## src/rtl/id_ex_operand_stage.sv

```systemverilog
// ID/EX pipeline register with EX/MEM and MEM/WB operand forwarding feeding the ALU.
// Stall holds the stage (refreshing captured rs data from MEM/WB); flush and reset load a bubble.
module id_ex_operand_stage #(
  parameter int XLEN   = 32,
  parameter int REG_AW = 5
) (
  input  logic              clk,
  input  logic              rst,
  input  logic              stall,
  input  logic              flush,
  input  logic              in_valid,
  input  logic [XLEN-1:0]   in_pc,
  input  logic [XLEN-1:0]   in_rs1_data,
  input  logic [XLEN-1:0]   in_rs2_data,
  input  logic [XLEN-1:0]   in_imm,
  input  logic [REG_AW-1:0] in_rs1_addr,
  input  logic [REG_AW-1:0] in_rs2_addr,
  input  logic [REG_AW-1:0] in_rd_addr,
  input  logic [3:0]        in_alu_control,
  input  logic              in_src_a_pc,
  input  logic              in_src_b_imm,
  input  logic              in_reg_write,
  input  logic              exmem_reg_write,
  input  logic [REG_AW-1:0] exmem_rd,
  input  logic [XLEN-1:0]   exmem_result,
  input  logic              memwb_reg_write,
  input  logic [REG_AW-1:0] memwb_rd,
  input  logic [XLEN-1:0]   memwb_result,
  output logic              ex_valid,
  output logic [XLEN-1:0]   alu_a,
  output logic [XLEN-1:0]   alu_b,
  output logic [3:0]        alu_control,
  output logic [XLEN-1:0]   ex_store_data,
  output logic [REG_AW-1:0] ex_rd_addr,
  output logic              ex_reg_write
);

  logic              r_valid;
  logic [XLEN-1:0]   r_pc;
  logic [XLEN-1:0]   r_rs1_data;
  logic [XLEN-1:0]   r_rs2_data;
  logic [XLEN-1:0]   r_imm;
  logic [REG_AW-1:0] r_rs1_addr;
  logic [REG_AW-1:0] r_rs2_addr;
  logic [REG_AW-1:0] r_rd_addr;
  logic [3:0]        r_alu_control;
  logic              r_src_a_pc;
  logic              r_src_b_imm;
  logic              r_reg_write;

  logic              w_memwb_active;
  logic              w_exmem_active;
  logic              w_rs1_refresh;
  logic              w_rs2_refresh;
  logic [XLEN-1:0]   w_fwd_rs1;
  logic [XLEN-1:0]   w_fwd_rs2;

  assign w_exmem_active = exmem_reg_write && (exmem_rd != '0);
  assign w_memwb_active = memwb_reg_write && (memwb_rd != '0);
  assign w_rs1_refresh  = w_memwb_active && (memwb_rd == r_rs1_addr);
  assign w_rs2_refresh  = w_memwb_active && (memwb_rd == r_rs2_addr);

  always_ff @(posedge clk) begin
    if (rst || flush) begin
      r_valid       <= 1'b0;
      r_pc          <= '0;
      r_rs1_data    <= '0;
      r_rs2_data    <= '0;
      r_imm         <= '0;
      r_rs1_addr    <= '0;
      r_rs2_addr    <= '0;
      r_rd_addr     <= '0;
      r_alu_control <= 4'b0000;
      r_src_a_pc    <= 1'b0;
      r_src_b_imm   <= 1'b0;
      r_reg_write   <= 1'b0;
    end else if (stall) begin
      // A producer retiring from MEM/WB during the stall would otherwise be lost.
      if (w_rs1_refresh) r_rs1_data <= memwb_result;
      if (w_rs2_refresh) r_rs2_data <= memwb_result;
    end else begin
      r_valid       <= in_valid;
      r_pc          <= in_pc;
      r_rs1_data    <= in_rs1_data;
      r_rs2_data    <= in_rs2_data;
      r_imm         <= in_imm;
      r_rs1_addr    <= in_rs1_addr;
      r_rs2_addr    <= in_rs2_addr;
      r_rd_addr     <= in_rd_addr;
      r_alu_control <= in_alu_control;
      r_src_a_pc    <= in_src_a_pc;
      r_src_b_imm   <= in_src_b_imm;
      r_reg_write   <= in_reg_write && in_valid;
    end
  end

  // EX/MEM is the younger producer, so it takes precedence over MEM/WB.
  always_comb begin
    w_fwd_rs1 = r_rs1_data;
    if (w_exmem_active && (exmem_rd == r_rs1_addr))
      w_fwd_rs1 = exmem_result;
    else if (w_rs1_refresh)
      w_fwd_rs1 = memwb_result;
  end

  always_comb begin
    w_fwd_rs2 = r_rs2_data;
    if (w_exmem_active && (exmem_rd == r_rs2_addr))
      w_fwd_rs2 = exmem_result;
    else if (w_rs2_refresh)
      w_fwd_rs2 = memwb_result;
  end

  assign ex_valid      = r_valid;
  assign alu_a         = r_src_a_pc  ? r_pc  : w_fwd_rs1;
  assign alu_b         = r_src_b_imm ? r_imm : w_fwd_rs2;
  assign alu_control   = r_alu_control;
  assign ex_store_data = w_fwd_rs2;
  assign ex_rd_addr    = r_rd_addr;
  assign ex_reg_write  = r_reg_write && r_valid;

endmodule

```

## config.mk

```make
export PLATFORM = sky130hd
export DESIGN_NAME = id_ex_operand_stage
export DESIGN_NICKNAME = d
export VERILOG_FILES = /design/src/rtl/id_ex_operand_stage.sv
export SDC_FILE = /design/constraint.sdc
export NUM_CORES = 1
export LEC_CHECK = 0
export ABC_AREA = 1
export CORE_MARGIN = 2
export CORE_UTILIZATION = 48
export CTS_CLUSTER_SIZE = 16
export DETAILED_ROUTE_END_ITERATION = 8
export HOLD_SLACK_MARGIN = 0.03
export PLACE_DENSITY = 0.87
export SLEW_MARGIN = 20
export SYNTH_ARGS = -nofsm -noshare
export SYNTH_HDL_FRONTEND = slang
export SYNTH_SLANG_ARGS = --single-unit
```

## constraint.sdc

```tcl
create_clock -name clk -period 4.8 [get_ports clk]
set_input_delay 1.44 -clock clk [delete_from_list [all_inputs] [get_ports clk]]
set_output_delay 1.44 -clock clk [all_outputs]
set_load 0.02 [all_outputs]
```

==> impl_metrics.ini, run 1 <==
[status]
status = finished, violations left
violations = negative setup slack

[global_routing]
grt_pass1_wl_um = 53300
track_usage_pct = 34.9
grt_pass1_vias = 10300
antenna_found_initial = 3
grt_max_degree = 220
globalRouteOverflowTotal = 0

[cells_and_area]
nets = 2027
final_cell_mix = nand2_1, nand3_1, clkdlybuf4s50_1
layout_commonest_cell = nand2_1
antenna_cells = 0
area_growth_pct = 48.9
fin_cells = 2038
drive_gt1_share_pct = 14.3
fillCellCount = 1530

[critical_path]
critPathLaunchType = input pin
worst-setup-path-type = input pin to primary output
endpoint_kind = primary output
cp.required_ns = 3.36
cp_max_fo = 11
arrival_ns = 3.38

[synth]
synthCells = 1464
netlist.area_leader.share_pct = 34.4
yosysTopAreaCell = dfxtp_1
synthTopCellsByArea = dfxtp_1, nand2_1, nand3_1
yosysUniqueCellTypes = 22
yosys_warnings = 0
syn_nets = 1695
ys_seq_area_share_pct = 34.4
netlist_area_mm2 = 0.00880
syn_avg_cell_area_um2 = 6.01
yosys_register_bits = 151

[placement]
gp_congestion = 1.02
dp_hpwl_um = 25700
dp_cells = 2000
port_buffers = 337

[detailed_routing]
drt_pass1_iterations = 8
drtIter0Drc = 958
route.vias.total = 11000
drc = 0
avgRoutedWirePerCell_um = 17.5
wl_um = 35600
ant_nets = 0
viasPerCell = 5.38

[die]
num_io_pins = 338
die_w_um = 139
core_area_mm2 = 0.0180
die_area_mm2 = 0.0194
num_rows = 49
start_util_pct = 49.0
die-height_um = 139

[clocking]
cts.root.buffer_cell = clkbuf_16
clockBufferDepth = 2
cts_hold_buf = 0
path_clk_slew_ns = 0.06
cts_tree = built
ctsHtreeMaxLevel = 4
cts_made_buffers = 17
clk_latency_ns = 0.43
cts.sinks = 151

[sta]
max_freq_ghz = 0.207
hold_viol_final = 0
worst_pin_slew_ns = 1.06
rsz0062_at_grt = true
setup_viol = 2
slew_viol_final = 0
period_needed_ns = 4.82
hold_slack_ns = 0.465
clock_skew_ns = 0.0109
setup_slack_ns = -0.0195
slew_headroom_pct = 29.1
fin_crit_sh_pct = 100

[job]
cap_violations = 0

[power_and_ir_drop]
p_seq_share_pct = 39.0
p_sw_mw = 1.06
total_leakage_power_nw = 6.66
power_density_mw_per_mm2 = 259
swShare_pct = 31.1
combPwrFrac_pct = 22.9
p_int_mw = 2.34
total_power_mw = 3.39
peakVddDrop_uv = 256
power_frac_clock_pct = 38.1

[hold_path]
hold_path_class = register to register
-- worst max-delay path, stage by stage --
cell	delay, ns
clkdlybuf4s50_1	0.42
nor2_1	0.18
nand3_1	0.16
nand2_2	0.13
inv_1	0.12
nand2_4	0.14
buf_12	0.15
nand2_1	0.07
nand3_1	0.14
nand2_1	0.10
nand2_1	0.07
clkdlybuf4s15_2	0.25
-- power groups by stage --
| stage | Clock [mW] | Combinational, mW | Sequential (mW) |
|---|---|---|---|
| floorplan | 0 | 0.364 | 1.35 |
| global placement | 0 | 0.792 | 1.35 |
| detailed placement | 0 | 0.800 | 1.35 |
| CTS | 1.30 | 0.775 | 1.32 |
| global route | 1.35 | 0.836 | 1.33 |
| finish | 1.29 | 0.777 | 1.32 |
-- synthesized netlist by cell type, drive strengths merged --
cell	instances
buf	44
o21ai	1
nand2	499
a21oi	83
nand3	293
clkbuf	56
or2	1
nand3b	1
and2	32
a211oi	4
nor2	143
inv	137
dfxtp	151
xor2	7
nor3	1
xnor2	11
-- final timing paths --
check / start / to / slack (ns) / cells after the start
min reg2reg: r_pc[29] / r_pc[29] / 0.47 / 2
max reg2reg: r_rs1_addr[2] / r_rs1_data[24] / 3.03 / 10
max: memwb_rd[4] / alu_a[3] / -0.02 / 12
min: r_pc[29] / r_pc[29] / 0.47 / 2
-- through the flow --
step           TNS (ns)  worst slack [ns]  instance area [µm²]  util, %
2_1_floorplan         0             0.922                 8800        -
3_3_place_gp     -25.34            -0.333                12800     71.2
3_5_place_dp     -29.12            -0.369                12800     71.2
4_1_cts         -0.0190           -0.0190                13300     74.1
5_1_grt          -0.709            -0.102                13100     73.0
6_report        -0.0272           -0.0195                13100     73.0
-- flip-flops by register name (all words and copies together) (netlist names), 4 cells and up --
register	count
alu_control	4
r_rs2_data	32
r_rs2_addr	5
r_pc	32
r_rs1_addr	5
ex_rd_addr	5
r_rs1_data	32
r_imm	32
-- what timing repair did --
| action | CTS | global route |
|---|---|---|
| pin swaps | 5 | 2 |
| setup endpoints to repair | 96 | 95 |
| buffers inserted | 2 | 2 |
| gates cloned | 0 | 2 |
| gates resized for setup | 185 | 142 |
-- metal layers --
layer | up-vias | routed length (µm) | track usage (%)
met3 | 109 | 3700 | 10.0
met4 | 6 | 1670 | 18.7
li1 | 5255 | - | -
met1 | 4960 | 13700 | 41.9
met5 | - | 40 | 0
met2 | 634 | 16500 | 56.8
-- cells by family (layout without fill, tap and decap cells) --
| logic type | count (synthesis) | in the layout | synth area share (%) |
|---|---|---|---|
| AO/OA/AOI/OAI | 88 | 88 | 5.16 |
| XOR/XNOR | 18 | 18 | 1.79 |
| buffers and inverters | 237 | 582 | 11.0 |
| flip-flops | 151 | 151 | 34.4 |
| AND/OR/NAND/NOR | 970 | 970 | 47.7 |
-- cell type report --
class | count | area, µm² | share of cell area [%]
repair buffers | 413 | 3800 | 29.0
well taps | 229 | 287 | 2.19
clock buffers | 17 | 425 | 3.25
multi-input cells | 1076 | 4920 | 37.5
inverters | 137 | 514 | 3.92
clock inverters | 15 | 135 | 1.03
flip-flops and latches | 151 | 3020 | 23.1
Power figures use the tool's default switching activity.
==> inputs of run 2 (changes only) <==
--- a/config.mk
+++ b/config.mk
@@ -6,12 +6,16 @@
 export NUM_CORES = 1
 export LEC_CHECK = 0
 export ABC_AREA = 1
+export CAP_MARGIN = 10
+export CELL_PAD_IN_SITES_DETAIL_PLACEMENT = 1
+export CELL_PAD_IN_SITES_GLOBAL_PLACEMENT = 1
 export CORE_MARGIN = 2
-export CORE_UTILIZATION = 48
+export CORE_UTILIZATION = 32
 export CTS_CLUSTER_SIZE = 16
 export DETAILED_ROUTE_END_ITERATION = 8
 export HOLD_SLACK_MARGIN = 0.03
-export PLACE_DENSITY = 0.87
+export MAX_ROUTING_LAYER = met4
+export PLACE_DENSITY_LB_ADDON = 0.1
 export SLEW_MARGIN = 20
 export SYNTH_ARGS = -nofsm -noshare
 export SYNTH_HDL_FRONTEND = slang
==> run 2 against run 1 <==
Effect of this change: the flow now finishes without violations; clock skew is 0.0059 ns higher; sequential share of layout area fell by 1.1 points; setup slack gained 0.085 ns; hold slack worse by 0.0013 ns; die area up 48%; largest power group is now the clock network; sequential power about the same.
==> impl_metrics.ini, run 2 (same netlist as run 1, synthesis figures left out) <==
[power_and_ir_drop]
power_density_mw_per_mm2 = 261
total_leakage_power_nw = 6.93
peakVddDrop_uv = 181
total_power_mw = 3.58

[hold_path]
hold_path_class = register to register
hold_path_depth = 2
min_from = r_pc[31]
whs_endpoint = r_pc[31]

[critical_path]
r2r_start = r_rs2_addr[0]
cp_max_fo = 8
ff2ff_setup_slack_ns = 3.03
worstRegToRegCells = 10
critPathLaunchType = input pin
worst-setup-path-type = input pin to primary output
arrival_ns = 3.29
cp.required_ns = 3.36
r2r_end = r_rs2_data[27]
endpoint_kind = primary output

[sta]
worst_pin_slew_ns = 0.923
clock_skew_ns = 0.0168
max_freq_ghz = 0.211
slew_headroom_pct = 38.5
setup_slack_ns = 0.0658
fin_crit_sh_pct = 98.6
slew_viol_final = 0
period_needed_ns = 4.73
rsz0062_at_grt = false
setup_viol = 0
hold_viol_final = 0
hold_slack_ns = 0.464

[job]
cap_violations = 0

[global_routing]
grt_pass1_vias = 11400
globalRouteOverflowTotal = 0
grt_pass1_wl_um = 64000
grt_max_degree = 114
antenna_found_initial = 15
track_usage_pct = 30.1

[detailed_routing]
avgRoutedWirePerCell_um = 19.4
drc = 0
viasPerCell = 4.99
drtIter0Drc = 642
drt_pass1_iterations = 5
route.vias.total = 11000
wl_um = 42800
ant_nets = 0

[cells_and_area]
drive_gt1_share_pct = 15.9
nets = 2070
final_cell_mix = nand2_1, nand3_1, clkdlybuf4s50_1
seqCellArea_mm2 = 0.00302
fillCellCount = 3555
multi_input_area_mm2 = 0.00491
area_growth_pct = 56.2
layout_commonest_cell = nand2_1

[die]
core_area_mm2 = 0.0270
num_io_pins = 338
start_util_pct = 32.7
num_rows = 60
die_w_um = 170
die_area_mm2 = 0.0288
die-height_um = 170

[clocking]
cts_made_buffers = 17
path_clk_slew_ns = 0.07
clk_latency_ns = 0.45
ctsHtreeMaxLevel = 4
cts_tree = built
cts_hold_buf = 0
cts.root.buffer_cell = clkbuf_16
clockBufferDepth = 2
cts.sinks = 151

[placement]
post-place-ws_ns = -0.470
port_buffers = 337
dp_hpwl_um = 31100
gp_congestion = 0.907

[status]
status = finished, final reports clean
[run 2: cell types whose count changed in the layout (fill, tap and decap cells not counted), sizes merged]
| cell | change |
|---|---|
| buf | +100 |
| inv | -2 |
| bufbuf | +1 |
| clkinvlp | -1 |
| clkdlybuf4s15 | +5 |
| diode | +15 |
| clkdlybuf4s50 | -1 |
| dlygate4sd2 | +6 |
| clkbuf | -67 |
| bufinv | +2 |
[run 2: how the worst max path moves through the flow]
stage                     end  slack (ns)         from  cells past startpoint
floorplan           alu_b[10]        0.92  memwb_rd[3]                     10
detailed placement  alu_a[19]       -0.47  memwb_rd[2]                     14
CTS                 alu_b[15]       0.003  memwb_rd[3]                     14
finish              alu_b[23]        0.07  exmem_rd[3]                     11
global placement    alu_a[18]       -0.42  memwb_rd[2]                     12
global route         alu_b[3]     0.00006  exmem_rd[3]                     11
[run 2: critical path, stage by stage]
cell	delay, ns
dlygate4sd2_1	0.26
buf_4	0.15
xor2_1	0.15
buf_4	0.15
nor3_4	0.26
buf_6	0.16
bufbuf_16	0.28
nand3_1	0.09
nand3_1	0.09
nand2_1	0.09
buf_4	0.17
[run 2: routing by layer]
layer / vias up / routed length [µm] / track usage, %
met5: - / 0 / -
met4: 0 / 1150 / 11.2
met3: 61 / 3200 / 8.02
met2: 376 / 20300 / 48.7
met1: 5228 / 18200 / 35.9
li1: 5348 / - / -
[run 2: cell type report]
| class | instances | area share (%) |
|---|---|---|
| antenna | 15 | 0.273 |
| clock buffer | 18 | 3.20 |
| clock inverter | 14 | 1.18 |
| inverter | 137 | 3.75 |
| multi-input combinational | 1076 | 35.7 |
| sequential | 151 | 22.0 |
| tap | 341 | 3.10 |
| timing repair buffer | 456 | 30.8 |
[run 2: per-stage QoR]
stage	setup TNS (ns)	cell area [µm²]	cells	util [%]
6_report	0	13700	2208	51.0
5_1_grt	0	13700	2208	51.0
4_1_cts	0	13600	2187	50.6
3_5_place_dp	-36.20	13200	2148	49.0
3_3_place_gp	-31.13	13200	2148	49.0
2_1_floorplan	0	8800	1464	-
[run 2: timing repair]
item / CTS / global route
pin swaps: 4 / 6
buffers inserted: 5 / 5
gates cloned: 2 / 1
gates resized for setup: 360 / 12
endpoints found under the setup margin: 94 / 91
[run 2: report_power, final]
group	internal, mW	switching [mW]
Clock	0.798	0.649
Combinational	0.365	0.446
Sequential	1.30	0.0249
==> inputs of run 3 (changes only) <==
--- a/config.mk
+++ b/config.mk
@@ -13,8 +13,7 @@
 export CORE_UTILIZATION = 32
 export CTS_CLUSTER_SIZE = 16
 export DETAILED_ROUTE_END_ITERATION = 8
-export HOLD_SLACK_MARGIN = 0.03
-export MAX_ROUTING_LAYER = met4
+export HOLD_SLACK_MARGIN = 0.1
 export PLACE_DENSITY_LB_ADDON = 0.1
 export SLEW_MARGIN = 20
 export SYNTH_ARGS = -nofsm -noshare
==> run 3 against run 2 <==
Effect of this change: critical path depth decreased by 1; combinational power about the same; global-route usage decreased by 0.81 points; first-iteration DRC count increased by 10%; flip-flop and latch count unchanged; largest cell class unchanged; critical path type unchanged; sequential power about the same; clock power about the same; register-to-register slack got worse by 0.02 ns; maximum frequency about the same.
==> impl_metrics.ini, run 3 (same netlist as run 1, synthesis figures left out) <==
[power_and_ir_drop]
power_density_mw_per_mm2 = 260
total_power_mw = 3.59
p_int_mw = 2.47
p_sw_mw = 1.11
swShare_pct = 31.1
combPwrFrac_pct = 22.7
p_seq_share_pct = 36.9
peakVddDrop_uv = 230
power_frac_clock_pct = 40.4
total_leakage_power_nw = 6.94

[cells_and_area]
post-route-util_pct = 51.1
fin_cells = 2204
multi_input_area_mm2 = 0.00492
fillCellCount = 3558
drive_gt1_share_pct = 16.0
final_design_area_no_fill_mm2 = 0.0138
seqCellArea_mm2 = 0.00302
nets = 2072
layout_commonest_cell = nand2_1
area_growth_pct = 56.6
final_cell_mix = nand2_1, nand3_1, clkdlybuf4s50_1

[sta]
clock_skew_ns = 0.0179
slew_viol_final = 0
max_freq_ghz = 0.211
setup_slack_ns = 0.0630
setup-tns-final_ns = 0
setup_viol = 0
worst_pin_slew_ns = 0.888
hold_slack_ns = 0.463
fin_crit_sh_pct = 98.7
rsz0062_at_grt = true
hold_viol_final = 0
period_needed_ns = 4.74
slew_headroom_pct = 40.8

[critical_path]
worstRegToRegCells = 10
cp-startpoint = memwb_reg_write
arrival_ns = 3.30
r2r_end = r_rs2_data[24]
endpoint_kind = primary output
cp.required_ns = 3.36
r2r_start = r_rs2_addr[0]
cp_max_fo = 14
ff2ff_setup_slack_ns = 3.01
worst-setup-path-type = input pin to primary output
critPathLaunchType = input pin

[placement]
dp_hpwl_um = 30900
port_buffers = 337
dpl-instance-area_mm2 = 0.0132
gp_congestion = 0.909
post-place-ws_ns = -0.478
dp_cells = 2153

[detailed_routing]
wl_met1_um = 18200
wl_um = 42500
route.vias.total = 11000
drt_pass1_iterations = 7
wl_met3_um = 2990
dr_wl_met2_um = 20200
drc = 0
highest_layer = met5
ant_nets = 0
avgRoutedWirePerCell_um = 19.3
viasPerCell = 4.99
drtIter0Drc = 708

[clocking]
cts.sinks = 151
ctsHtreeMaxLevel = 4
cts.root.buffer_cell = clkbuf_16
cts_made_buffers = 17
cts_hold_buf = 0
clockBufferDepth = 2
cts_tree = built
path_clk_slew_ns = 0.06
clk_latency_ns = 0.43

[job]
cap_violations = 0

[status]
status = finished, final reports clean

[hold_path]
hold_path_class = register to register
hold_path_depth = 2
whs_endpoint = r_pc[8]
min_from = r_pc[8]

[global_routing]
antenna_found_initial = 13
globalRouteOverflowTotal = 0
track_usage_pct = 29.2
grt_pass1_vias = 11300
grt_max_degree = 104
grt_pass1_wl_um = 64500

[die]
die_area_mm2 = 0.0288
die_w_um = 170
start_util_pct = 32.7
num_rows = 60
die-height_um = 170
core_area_mm2 = 0.0270
num_io_pins = 338
## run 3: worst max-delay path by stage
stage | to | slack, ns | cells past startpoint
3_3_place_gp | alu_a[18] | -0.42 | 12
5_1_grt | alu_b[23] | -0.01 | 11
4_1_cts | alu_b[31] | 0.02 | 11
3_5_place_dp | alu_b[3] | -0.48 | 10
2_1_floorplan | alu_b[10] | 0.92 | 10
6_report | alu_b[29] | 0.06 | 10
## run 3: critical path: stages
cell	delay, ns
clkdlybuf4s50_1	0.48
nand2_1	0.10
nor2_4	0.20
buf_4	0.15
buf_12	0.14
nand3_1	0.10
nand3_1	0.12
nand3_1	0.16
nand2_1	0.11
clkdlybuf4s15_2	0.28
## run 3: metal layers
layer | vias to the layer above | global-route usage, %
li1 | 5346 | -
met1 | 5203 | 36.0
met2 | 383 | 50.1
met3 | 60 | 7.42
met4 | 8 | 9.33
met5 | - | 0
## run 3: timing repair
action,in CTS,in global routing
cloned,3,0
setup endpoints to repair,94,28
gates resized for setup,363,3
setup buffers,6,1
pin swaps,7,3
## run 3: power groups by stage
stage	Clock, mW	Combinational [mW]	Sequential [mW]
3_5_place_dp	0	0.837	1.35
5_1_grt	1.53	0.879	1.33
6_report	1.45	0.813	1.32
3_3_place_gp	0	0.825	1.35
4_1_cts	1.47	0.812	1.32
2_1_floorplan	0	0.364	1.35
## run 3: layout make-up
type,count,area share [%]
inverters,137,3.74
multi-input cells,1076,35.7
clock inverters,14,1.26
clock buffers,18,3.19
well taps,341,3.10
diodes,9,0.163
repair buffers,458,30.9
flip-flops and latches,151,22.0
